[config.mk]
export PLATFORM = sky130hd
export DESIGN_NAME = alu_instr_sequencer_flat
export DESIGN_NICKNAME = d
export VERILOG_FILES = /design/src/rtl/alu_instr_sequencer_pkg.sv /design/src/rtl/alu_instr_sequencer_if.sv /design/src/rtl/alu_instr_sequencer_decode.sv /design/src/rtl/alu_instr_sequencer.sv /design/src/flat_wrapper.sv
export SDC_FILE = /design/constraint.sdc
export NUM_CORES = 1
export LEC_CHECK = 0
export ABC_CLOCK_PERIOD_IN_PS = 2100
export CAP_MARGIN = 10
export CORE_ASPECT_RATIO = 1.75
export CORE_UTILIZATION = 47
export DETAILED_ROUTE_END_ITERATION = 6
export GPL_TIMING_DRIVEN = 0
export PLACE_DENSITY_LB_ADDON = 0.1
export SYNTH_ARGS = -nofsm -noshare
export SYNTH_HDL_FRONTEND = slang
export SYNTH_SLANG_ARGS = --single-unit
[constraint.sdc]
create_clock -name clk -period 2.1 [get_ports clk]
set_input_delay 0.21 -clock clk [delete_from_list [all_inputs] [get_ports clk]]
set_output_delay 0.21 -clock clk [all_outputs]
set_load 0.1 [all_outputs]
[src/rtl/alu_instr_sequencer_pkg.sv]
// Shared encodings for the ALU instruction sequencer: ALU control words,
// instruction opcode/opExt fields, FSM states and the decoder result struct.
// Imported by the interface, the decoder and the sequencer top.
package alu_instr_sequencer_pkg;

    // ALU control words understood by the cpu datapath
    localparam logic [3:0] CONTROL_ADD  = 4'b0000;
    localparam logic [3:0] CONTROL_ADDU = 4'b0001;
    localparam logic [3:0] CONTROL_SUB  = 4'b0010;
    localparam logic [3:0] CONTROL_SUBU = 4'b0011;
    localparam logic [3:0] CONTROL_CMP  = 4'b0100;
    localparam logic [3:0] CONTROL_AND  = 4'b0101;
    localparam logic [3:0] CONTROL_OR   = 4'b0110;
    localparam logic [3:0] CONTROL_XOR  = 4'b0111;
    localparam logic [3:0] CONTROL_LSH  = 4'b1000;

    // Instruction opcode field [15:12]
    localparam logic [3:0] OPCODE_REG   = 4'b0000;
    localparam logic [3:0] OPCODE_SHIFT = 4'b1000;

    // Instruction opExt field [7:4]
    localparam logic [3:0] OPEXT_ADD  = 4'b0101;
    localparam logic [3:0] OPEXT_ADDU = 4'b0110;
    localparam logic [3:0] OPEXT_SUB  = 4'b1001;
    localparam logic [3:0] OPEXT_SUBU = 4'b1010;
    localparam logic [3:0] OPEXT_CMP  = 4'b1011;
    localparam logic [3:0] OPEXT_AND  = 4'b0001;
    localparam logic [3:0] OPEXT_OR   = 4'b0010;
    localparam logic [3:0] OPEXT_XOR  = 4'b0011;
    localparam logic [3:0] OPEXT_LSH  = 4'b0100;

    typedef enum logic [1:0] {
        IDLE      = 2'd0,
        DECODE    = 2'd1,
        EXECUTE   = 2'd2,
        WRITEBACK = 2'd3
    } seq_state_t;

    typedef struct packed {
        logic [3:0] alu_control;
        logic       writes_reg;
        logic       legal;
    } decode_t;

endpackage

[src/rtl/alu_instr_sequencer_if.sv]
// Instruction handshake plus datapath control bundle of the sequencer.
// master: instruction producer / observer side; slave: the sequencer.
// Widths follow the sequencer's REG_ADDR_BITS and COUNT_WIDTH.
interface alu_instr_sequencer_if #(
    parameter int REG_ADDR_BITS = 3,
    parameter int COUNT_WIDTH   = 16
);
    logic                     instrValid;
    logic [15:0]              instr;
    logic                     instrReady;
    logic [3:0]               aluControl;
    logic [REG_ADDR_BITS-1:0] regAddressA;
    logic [REG_ADDR_BITS-1:0] regAddressB;
    logic                     regWriteEnable;
    logic                     flagWriteEnable;
    logic                     busy;
    logic                     illegalInstr;
    logic [COUNT_WIDTH-1:0]   retireCount;
    logic                     halted;

    modport master (
        output instrValid, instr,
        input  instrReady, aluControl, regAddressA, regAddressB,
               regWriteEnable, flagWriteEnable, busy, illegalInstr,
               retireCount, halted
    );

    modport slave (
        input  instrValid, instr,
        output instrReady, aluControl, regAddressA, regAddressB,
               regWriteEnable, flagWriteEnable, busy, illegalInstr,
               retireCount, halted
    );
endinterface

[src/rtl/alu_instr_sequencer_decode.sv]
// Combinational decode of {opcode, opExt} into ALU control, write-back need and legality.
// Latency: zero cycles (pure combinational).
// Backpressure: none; evaluated whenever the sequencer samples it.
import alu_instr_sequencer_pkg::*;

module alu_instr_decode (
    input  logic [3:0] opcode,
    input  logic [3:0] opext,
    output decode_t    dec
);
    // Map the supported register-format instructions; anything else is illegal
    always_comb begin
        dec = '{alu_control: CONTROL_ADD, writes_reg: 1'b0, legal: 1'b0};
        if (opcode == OPCODE_REG) begin
            dec.legal      = 1'b1;
            dec.writes_reg = 1'b1;
            case (opext)
                OPEXT_ADD:  dec.alu_control = CONTROL_ADD;
                OPEXT_ADDU: dec.alu_control = CONTROL_ADDU;
                OPEXT_SUB:  dec.alu_control = CONTROL_SUB;
                OPEXT_SUBU: dec.alu_control = CONTROL_SUBU;
                OPEXT_CMP: begin
                    dec.alu_control = CONTROL_CMP;
                    dec.writes_reg  = 1'b0;   // compare only updates flags
                end
                OPEXT_AND:  dec.alu_control = CONTROL_AND;
                OPEXT_OR:   dec.alu_control = CONTROL_OR;
                OPEXT_XOR:  dec.alu_control = CONTROL_XOR;
                default: begin
                    dec.legal      = 1'b0;
                    dec.writes_reg = 1'b0;
                end
            endcase
        end else if (opcode == OPCODE_SHIFT && opext == OPEXT_LSH) begin
            dec.alu_control = CONTROL_LSH;
            dec.writes_reg  = 1'b1;
            dec.legal       = 1'b1;
        end
    end
endmodule

[src/rtl/alu_instr_sequencer.sv]
// Sequences one register-format instruction through IDLE/DECODE/EXECUTE/WRITEBACK and drives the datapath controls.
// Latency: accept-to-writeback-strobe 3 cycles; one instruction per 4 cycles.
// Backpressure: instrReady only in IDLE and not halted; ALU_SEQ_ILLEGAL_TRAP_EN makes illegal instructions halt until reset.
import alu_instr_sequencer_pkg::*;

module alu_instr_sequencer #(
    parameter int REG_WIDTH     = 16,
    parameter int REG_ADDR_BITS = 3,
    parameter int COUNT_WIDTH   = 16
) (
    input  logic                 clk,
    input  logic                 reset,
    alu_instr_sequencer_if.slave bus
);
    // Instructions arrive as datapath words and register fields are 4 bits wide
    if (REG_WIDTH < 16 || REG_ADDR_BITS < 1 || REG_ADDR_BITS > 4) begin : g_param_check
        $error("alu_instr_sequencer: unsupported REG_WIDTH/REG_ADDR_BITS");
    end

    seq_state_t               state;
    seq_state_t               state_next;
    logic [7:0]               instr_op;        // latched {opcode, opExt}
    logic [3:0]               alu_control;
    logic [REG_ADDR_BITS-1:0] reg_a;
    logic [REG_ADDR_BITS-1:0] reg_b;
    logic [COUNT_WIDTH-1:0]   retire_count;
    logic                     halted;
    logic                     accept;
    logic [3:0]               dec_opcode;
    logic [3:0]               dec_opext;
    decode_t                  dec;

    assign accept = bus.instrValid && bus.instrReady;

    // The decoder looks at the incoming word on the accept edge (so the control
    // word is registered into DECODE) and at the latched word afterwards.
    assign dec_opcode = accept ? bus.instr[15:12] : instr_op[7:4];
    assign dec_opext  = accept ? bus.instr[7:4]   : instr_op[3:0];

    alu_instr_decode u_decode (
        .opcode (dec_opcode),
        .opext  (dec_opext),
        .dec    (dec)
    );

    // State register
    always_ff @(posedge clk or posedge reset) begin
        if (reset) state <= IDLE;
        else       state <= state_next;
    end

    // Next-state logic: fixed four-step walk, illegal instructions drop out of DECODE
    always_comb begin
        state_next = state;
        case (state)
            IDLE:      if (accept) state_next = DECODE;
            DECODE:    state_next = dec.legal ? EXECUTE : IDLE;
            EXECUTE:   state_next = WRITEBACK;
            WRITEBACK: state_next = IDLE;
            default:   state_next = IDLE;
        endcase
    end

    // Output logic: handshake, status and single-cycle writeback strobes
    always_comb begin
        bus.instrReady      = (state == IDLE) && !halted;
        bus.busy            = (state != IDLE);
        bus.regWriteEnable  = (state == WRITEBACK) && dec.writes_reg;
        bus.flagWriteEnable = (state == WRITEBACK);
        bus.illegalInstr    = (state == DECODE) && !dec.legal;
    end

    // Instruction register and registered datapath controls, loaded on accept and held afterwards
    always_ff @(posedge clk or posedge reset) begin
        if (reset) begin
            instr_op    <= '0;
            alu_control <= CONTROL_ADD;
            reg_a       <= '0;
            reg_b       <= '0;
        end else if (accept) begin
            instr_op <= {bus.instr[15:12], bus.instr[7:4]};
            reg_a    <= bus.instr[8 +: REG_ADDR_BITS];
            reg_b    <= bus.instr[0 +: REG_ADDR_BITS];
            // An illegal word leaves the previous control word on the bus
            if (dec.legal) alu_control <= dec.alu_control;
        end
    end

    // Retired-instruction counter, wraps silently
    always_ff @(posedge clk or posedge reset) begin
        if (reset)                   retire_count <= '0;
        else if (state == WRITEBACK) retire_count <= retire_count + 1'b1;
    end

`ifdef ALU_SEQ_ILLEGAL_TRAP_EN
    // Sticky trap: an illegal instruction stops further accepts until reset
    always_ff @(posedge clk or posedge reset) begin
        if (reset)                              halted <= 1'b0;
        else if (state == DECODE && !dec.legal) halted <= 1'b1;
    end
`else
    assign halted = 1'b0;
`endif

    assign bus.aluControl  = alu_control;
    assign bus.regAddressA = reg_a;
    assign bus.regAddressB = reg_b;
    assign bus.retireCount = retire_count;
    assign bus.halted      = halted;

endmodule

[src/flat_wrapper.sv]
// flat-port wrapper written by rule: the top's interface ports become plain ports
module alu_instr_sequencer_flat 
#(
    parameter int REG_WIDTH     = 16,
    parameter int REG_ADDR_BITS = 3,
    parameter int COUNT_WIDTH   = 16
)
  (clk, reset, bus_instrValid, bus_instr, bus_instrReady, bus_aluControl, bus_regAddressA, bus_regAddressB, bus_regWriteEnable, bus_flagWriteEnable, bus_busy, bus_illegalInstr, bus_retireCount, bus_halted);
  alu_instr_sequencer_if #(.REG_ADDR_BITS(REG_ADDR_BITS), .COUNT_WIDTH(COUNT_WIDTH)) bus_i ();
  input  logic clk;
  input  logic reset;
  input wire logic [$bits(bus_i.instrValid)-1:0] bus_instrValid;
  input wire logic [$bits(bus_i.instr)-1:0] bus_instr;
  output wire logic [$bits(bus_i.instrReady)-1:0] bus_instrReady;
  output wire logic [$bits(bus_i.aluControl)-1:0] bus_aluControl;
  output wire logic [$bits(bus_i.regAddressA)-1:0] bus_regAddressA;
  output wire logic [$bits(bus_i.regAddressB)-1:0] bus_regAddressB;
  output wire logic [$bits(bus_i.regWriteEnable)-1:0] bus_regWriteEnable;
  output wire logic [$bits(bus_i.flagWriteEnable)-1:0] bus_flagWriteEnable;
  output wire logic [$bits(bus_i.busy)-1:0] bus_busy;
  output wire logic [$bits(bus_i.illegalInstr)-1:0] bus_illegalInstr;
  output wire logic [$bits(bus_i.retireCount)-1:0] bus_retireCount;
  output wire logic [$bits(bus_i.halted)-1:0] bus_halted;
  assign bus_i.instrValid = bus_instrValid;
  assign bus_i.instr = bus_instr;
  assign bus_instrReady = bus_i.instrReady;
  assign bus_aluControl = bus_i.aluControl;
  assign bus_regAddressA = bus_i.regAddressA;
  assign bus_regAddressB = bus_i.regAddressB;
  assign bus_regWriteEnable = bus_i.regWriteEnable;
  assign bus_flagWriteEnable = bus_i.flagWriteEnable;
  assign bus_busy = bus_i.busy;
  assign bus_illegalInstr = bus_i.illegalInstr;
  assign bus_retireCount = bus_i.retireCount;
  assign bus_halted = bus_i.halted;
  alu_instr_sequencer #(.REG_WIDTH(REG_WIDTH), .REG_ADDR_BITS(REG_ADDR_BITS), .COUNT_WIDTH(COUNT_WIDTH)) u_core (.clk(clk), .reset(reset), .bus(bus_i));
endmodule
==> results of run 1 <==
[worst min-delay path, stage by stage]
cell	delay [ns]
clkbuf_1	0.16
nand2_1	0.10
nand2_1	0.04
[area by class of cell]
class,count,area (µm²)
clock buffers,7,96.3
inverters,5,18.8
fillers,297,1100
multi-input cells,136,838
well taps,46,57.6
repair buffers,54,547
flip-flops and latches,36,906
plain buffers,10,65.1
[registers in the layout (all words and copies together) (netlist names), named ones only]
signal	flops
u_core.bus.aluControl	4
u_core.bus.regAddressA	3
u_core.instr_op	8
u_core.bus.retireCount	16
u_core.state	1
u_core.bus.regAddressB	3
[worst paths after layout]
path	to	slack, ns	cells after the start
hold reg to reg	u_core.instr_op[4]$_DFFE_PP0N_	0.47	2
setup / recovery	bus_regWriteEnable	-0.13	7
max in group asynchronous	u_core.bus.retireCount[3]$_DFFE_PP0P_	1.22	3
setup reg to reg	u_core.bus.aluControl[0]$_DFFE_PP0P_	0.13	7
min in group asynchronous	u_core.bus.retireCount[15]$_DFFE_PP0P_	0.32	2
hold / removal	u_core.instr_op[0]$_DFFE_PP0N_	0.25	3
[repair_timing]
action	CTS	global route
setup buffers	0	9
setup endpoints to repair	7	5
hold endpoints to repair	0	0
pin swaps	1	2
gates resized for setup	24	6
[power groups by stage]
stage	Clock [W]	Sequential, W	Combinational, W
3_5_place_dp	0	0.00108	0.00209
4_1_cts	0.000543	0.00107	0.00209
5_1_grt	0.000574	0.00112	0.00225
3_3_place_gp	0	0.00106	0.00205
6_report	0.000533	0.00109	0.00214
2_1_floorplan	0	0.00187	0.000806
[cell families (layout without fill, tap and decap cells)]
kind of cell             Yosys count  in the layout  synth area share (%)
buffers and inverters             16             76                  4.44
AO/OA/AOI/OAI                     17             17                  6.80
adder cells (fa/ha/maj)            1              1                 0.694
flip-flops                        36             36                  50.0
other                              1              1                 0.208
XOR/XNOR                          17             17                  8.26
AND/OR/NAND/NOR                   95             95                  25.9
multiplexers                       5              5                  3.75
[cells in the mapped netlist (2+ instances only)]
master    count  share of area [%]
clkbuf_1      7                1.5
nor3b_1       2               0.83
nor2_1       10                2.1
o21ai_0       3               0.83
mux2_4        3                2.5
mux2_2        2                1.2
a32o_1        2                1.1
nand4_1       5                1.7
dfrtp_1      36                 50
xnor2_1      10                4.9
a211o_1       2               0.97
a21oi_1       3               0.83
xor2_1        7                3.4
nand2_1      52                 11
nand3_1       5                1.4
and3_1        3                1.0
inv_1         5                1.0
buf_6         2                1.2
nor3_1        5                1.4
[stage by stage]
stage / total power [W] / std cells / setup WS (ns)
2_1_floorplan: 0.00267 / 188 / -0.211
3_3_place_gp: 0.00312 / 278 / -0.929
3_5_place_dp: 0.00316 / 279 / -0.943
4_1_cts: 0.00370 / 286 / -0.147
5_1_grt: 0.00394 / 294 / -0.186
6_report: 0.00376 / 294 / -0.129
[per-layer routing]
| metal | wire, µm | part of all wire [%] | vias to the layer above |
|---|---|---|---|
| met5 | 0 | 0 | - |
| met4 | 132 | 3.2 | 0 |
| met3 | 183 | 4.4 | 10 |
| met2 | 2210 | 53 | 38 |
| met1 | 1630 | 39 | 733 |
| li1 | - | - | 742 |
==> impl_metrics.env, run 1 <==
export IMPL_cts_sinks=36
export IMPL_cp_startpoint="u_core.state[0]$_DFFE_PP0P_"
export IMPL_syn_inst=188
export IMPL_cp_num_buf_inv=3
export IMPL_maxCapViolCount=0
export IMPL_grt_pass1_wl_mm=6.77
export IMPL_synthArstFlopShare_pct=100
export IMPL_ant_nets=0
export IMPL_core_area_um2=3630
export IMPL_worstHoldStart="bus_instr[4]"
export IMPL_clk_latency_ns=0.29
export IMPL_final_net_count=268
export IMPL_finalSetupTns_ns=-0.129
export IMPL_vias_per_cell=5.18
export IMPL_syn_num_nets=208
export IMPL_clockBufferDepth=2
export IMPL_path_common_cell="buf_6"
export IMPL_avgSynthCellArea_um2=9.59
export IMPL_grt_max_degree=22
export IMPL_fin_util_pct=69.7
export IMPL_rows=29
export IMPL_first_global_vias=1481
export IMPL_p_int_w=0.00179
export IMPL_relSlewSlack_pct=34.6
export IMPL_layout_common_cells="52 x nand2_1, 34 x clkdlybuf4s50_1, 32 x dfrtp_1, 10 x xnor2_1, 10 x buf_4"
export IMPL_numCtsBuffers=5
export IMPL_rsz0062_at_grt="true"
export IMPL_grt_antenna_before_repair=0
export IMPL_clk_pin_slew_worst_paths_ns=0.07
export IMPL_grt_usage_pct=21.6
export IMPL_leakage_nw=1.25
export IMPL_overflow=0
export IMPL_wl_per_cell_um=14.1
export IMPL_cts_root_buf="clkbuf_8"
export IMPL_busiest_layer="met2"
export IMPL_drive_above_1_share_pct=16.9
export IMPL_ir_drop_mv=1.34
export IMPL_setup_worst_path_end_class="primary output"
export IMPL_finClkSkew_ns=0.00636
export IMPL_htreeDepth=2
export IMPL_gp_congestion=0.770
export IMPL_p_clk_share_pct=14.2
export IMPL_status="complete, but fails checks"
export IMPL_met2_usage_pct=37.9
export IMPL_violations="setup timing"
export IMPL_use_met1_pct=23.7
export IMPL_synth_warnings=0
export IMPL_dp_hpwl_mm=2.94
export IMPL_p_seq_share_pct=29.0
export IMPL_n_antenna_cell=0
export IMPL_hold_violations=0
export IMPL_period_share_pct=106
export IMPL_yosysUniqueCellTypes=43
export IMPL_final_cell_area_um2=2530
export IMPL_start_util_pct=49.7
export IMPL_use_met3_pct=4.74
export IMPL_max_stage_delay_ns=0.38
export IMPL_drt_iter0_markers=28
export IMPL_worstSetupStartpointType="flop"
export IMPL_crit_family="simple AND/OR/NAND/NOR gates"
export IMPL_finalMaxSlewViolations=0
export IMPL_io_pins=51
export IMPL_place_area_um2=2350
export IMPL_drtPass1Iterations=4
export IMPL_drc_errors=0
export IMPL_critPathArrivalTime_ns=2.02
export IMPL_path_max_fanout=5
export IMPL_p_per_area_nw_per_um2=1490
export IMPL_vias=1523
export IMPL_period_needed_ns=2.23
export IMPL_cp_cell_sequence="buf_6, or3b_1, buf_6, o31a_1, o21a_1, nor3b_4, buf_12"
export IMPL_area_growth_pct=40.3
export IMPL_yosys_most_used_dff="dfrtp_1"
export IMPL_layout_commonest_cell="nand2_1"
export IMPL_die_y_um=83.9
export IMPL_synth_area_um2=1800
export IMPL_totalWireLength_mm=4.15
export IMPL_cp_slowest_cell="or3b_1"
export IMPL_cp_required_ns=1.89
export IMPL_synth_edf_count=0
export IMPL_worstSetupPathType="flop to primary output"
export IMPL_combPwrFrac_pct=56.8
export IMPL_holdBufCountCts=0
export IMPL_die_x_um=48.8
export IMPL_power_switching_w=0.00197
export IMPL_setup_viol=1
export IMPL_setup_ws_ns=-0.129
export IMPL_synth_seq_area_share_pct=50.0
export IMPL_cts_tree="yes"
export IMPL_synth_seq_cells=36
export IMPL_rr_startpoint="u_core.state[0]$_DFFE_PP0P_"
export IMPL_port_buffers=44
export IMPL_swShare_pct=52.4
export IMPL_die_area_um2=4100
export IMPL_max_freq_mhz=449
export IMPL_tightest_slew_ns=0.978
export IMPL_worstHoldPathType="primary input to flop"
export IMPL_hold_ws_ns=0.253
Note: power is estimated with default switching activity, not from simulation.
==> run 2, diff against run 1 <==
CTS_CLUSTER_DIAMETER = 40   (was not set)
==> results of run 2 <==
The final DEF is identical to that of run 1; final timing and power are the same.
==> run 3, diff against run 2 <==
ABC_AREA = 1   (was not set)
CORE_UTILIZATION = 50   (was 47)
DONT_BUFFER_PORTS = 1   (was not set)
==> impl_metrics.env, run 3 <==
export IMPL_io_pins=51
export IMPL_finClkSkew_ns=0.00609
export IMPL_clockBufferDepth=2
export IMPL_synth_area_um2=1910
export IMPL_leakage_nw=1.18
export IMPL_finalMaxSlewViolations=0
export IMPL_hold_ws_ns=0.0285
export IMPL_hold_depth=2
export IMPL_synth_area_leaders="dfrtp_1 47%, nand2_1 14%, nand2_2 3.9%"
export IMPL_tightest_slew_ns=1.03
export IMPL_drt_iter0_markers=37
export IMPL_die_area_um2=4080
export IMPL_area_growth_pct=23.8
export IMPL_cts_sinks=36
export IMPL_drtPass1Iterations=5
export IMPL_clk_latency_ns=0.29
export IMPL_totalWireLength_mm=4.34
export IMPL_wl_met2_mm=2.50
export IMPL_place_area_um2=2030
export IMPL_status="complete, but fails checks"
export IMPL_largest_reg_flops=16
export IMPL_n_antenna_cell=0
export IMPL_grt_usage_pct=24.3
export IMPL_die_x_um=48.7
export IMPL_setup_viol=6
export IMPL_synth_top_area_share_pct=47.1
export IMPL_worstHoldStart="bus_instr[2]"
export IMPL_fin_util_pct=65.2
export IMPL_start_util_pct=52.7
export IMPL_worstSetupPathType="flop to primary output"
export IMPL_period_needed_ns=2.59
export IMPL_worstHoldPathType="primary input to flop"
export IMPL_drive_above_1_share_pct=34.9
export IMPL_first_global_vias=1577
export IMPL_min_to="u_core.bus.regAddressB[2]$_DFFE_PP0N_"
export IMPL_ant_nets=0
export IMPL_p_per_area_nw_per_um2=1730
export IMPL_pre_cts_ws_ns=-0.359
export IMPL_relSlewSlack_pct=31.4
export IMPL_synthArstFlopShare_pct=100
export IMPL_max_freq_mhz=387
export IMPL_syn_inst=215
export IMPL_setup_ws_ns=-0.487
export IMPL_core_area_um2=3630
export IMPL_grt_pass1_wl_mm=7.43
export IMPL_yosys_most_used_dff="dfrtp_1"
export IMPL_yosys_top_cells_count="69 x nand2_1, 36 x dfrtp_1, 19 x inv_1"
export IMPL_synth_warnings=0
export IMPL_path_max_fanout=10
export IMPL_setup_worst_path_end_class="primary output"
export IMPL_rsz0062_at_grt="true"
export IMPL_synth_seq_area_share_pct=47.1
export IMPL_vias=1472
export IMPL_die_y_um=83.8
export IMPL_grt_max_degree=21
export IMPL_multiInputGateArea_um2=957
export IMPL_grt_antenna_before_repair=0
export IMPL_drc_errors=0
export IMPL_period_share_pct=123
export IMPL_synth_seq_cells=36
export IMPL_wl_met1_mm=1.55
export IMPL_syn_num_nets=235
export IMPL_vias_per_cell=5.18
export IMPL_overflow=0
export IMPL_final_cell_area_um2=2370
export IMPL_r2r_cells=17
export IMPL_avgSynthCellArea_um2=8.89
export IMPL_fillers=309
export IMPL_final_net_count=257
export IMPL_layout_common_cells="63 x nand2_1, 23 x dfrtp_1, 19 x inv_1, 16 x nand2_2, 12 x buf_4"
export IMPL_route_met3_wl_um=223
export IMPL_seqCellArea_um2=930
export IMPL_violations="setup timing"
export IMPL_gp_congestion=0.791
export IMPL_cts_root_buf="clkbuf_8"
export IMPL_worstSetupStartpointType="flop"
export IMPL_rr_startpoint="u_core.state[0]$_DFFE_PP0P_"
export IMPL_cts_tree="yes"
export IMPL_top_layer_used="met4"
export IMPL_synth_top_area_cell="dfrtp_1"
export IMPL_port_buffers=0
export IMPL_synth_edf_count=0
export IMPL_dp_hpwl_mm=3.07
export IMPL_timing_rr_end="u_core.bus.aluControl[3]$_DFFE_PP0P_"
export IMPL_numCtsBuffers=5
export IMPL_rows=29
export IMPL_ir_drop_mv=1.05
export IMPL_yosysUniqueCellTypes=30
export IMPL_hold_violations=0
export IMPL_cp_required_ns=1.89
export IMPL_wl_per_cell_um=15.3
export IMPL_maxCapViolCount=0
export IMPL_htreeDepth=2
export IMPL_layout_commonest_cell="nand2_1"
export IMPL_clk_pin_slew_worst_paths_ns=0.07
export IMPL_r2r_slack_ns=-0.44
export IMPL_critPathArrivalTime_ns=2.38
export IMPL_yosysMostFrequentCell="nand2_1"
run 3: cell types whose count changed after synthesis, moves of 5 or more:
cell and change:
nand2_1 +17, inv_1 +14, nand2_2 +12, clkbuf_1 -7
nand3_1 +5, nor2_4 +5
run 3: cells by family after synthesis:
group / after synthesis / share of synthesized area (%)
AOI/OAI and AO/OA: 6 / 2.36
other: 1 / 0.196
and+or+nand+nor: 131 / 36.4
xor gates and xnor gates: 14 / 6.41
DFF: 36 / 47.1
buffers and inverters: 26 / 6.87
adders and majority gates: 1 / 0.654
run 3: repair_timing:
action                                 CTS  global route
setup buffers                           12             0
hold buffers                             1             0
resized for setup                       21             7
setup endpoints to repair                7             9
endpoints found under the hold margin   16             0
pin swaps                                9             4
cloned                                   1             0
run 3: stage by stage:
step | setup TNS, ns | total power (W) | instances
4_1_cts | -2.54 | 0.00405 | 284
3_3_place_gp | -0.966 | 0.00303 | 261
3_5_place_dp | -1.16 | 0.00310 | 262
5_1_grt | -3.34 | 0.00429 | 284
6_report | -2.66 | 0.00409 | 284
2_1_floorplan | -0.271 | 0.00288 | 215
run 3: worst max-delay path: stages, from the launching register on:
cell	delay, ns
dfrtp_2	0.43
nor2_4	0.21
nand2_4	0.14
buf_6	0.17
nand2_1	0.05
nand2_1	0.05
nand2_1	0.10
nand2_2	0.08
nand2_2	0.11
nand4_4	0.13
a21oi_4	0.61
run 3: report_power, final:
part / switching, W / total (W) / internal (W)
combinational: 0.00101 / 0.00163 / 0.000622
sequential: 0.000960 / 0.00185 / 0.000893
clock: 0.000255 / 0.000607 / 0.000352
total: 0.00223 / 0.00409 / 0.00187
run 3: worst max path at each step:
| stage | slack (ns) | endpoint | from | depth (start not counted) |
|---|---|---|---|---|
| finish | -0.49 | bus_illegalInstr | u_core.state[0]$_DFFE_PP0P_ | 10 |
| floorplan | -0.16 | bus_regWriteEnable | u_core.state[0]$_DFFE_PP0P_ | 10 |
| global route | -0.59 | bus_illegalInstr | u_core.state[0]$_DFFE_PP0P_ | 10 |
| global placement | -0.33 | bus_regWriteEnable | u_core.state[0]$_DFFE_PP0P_ | 8 |
| detailed placement | -0.36 | bus_regWriteEnable | u_core.state[0]$_DFFE_PP0P_ | 10 |
| CTS | -0.47 | bus_regWriteEnable | flop | 10 |
run 3: area by class of cell:
cell class                 instances  area share, %
multi-input combinational        153           40.5
tap                               46           2.43
inverter                          21           3.38
clock buffer                       6           3.07
buffer                             5           2.59
clock inverter                     2           1.48
sequential                        36           39.3
timing repair buffer              15           7.30
run 3: per-layer routing:
metal | track usage, % | vias up
met5 | 0 | -
met4 | 9.63 | 0
met1 | 24.6 | 714
met3 | 6.56 | 7
li1 | - | 716
met2 | 45.3 | 35
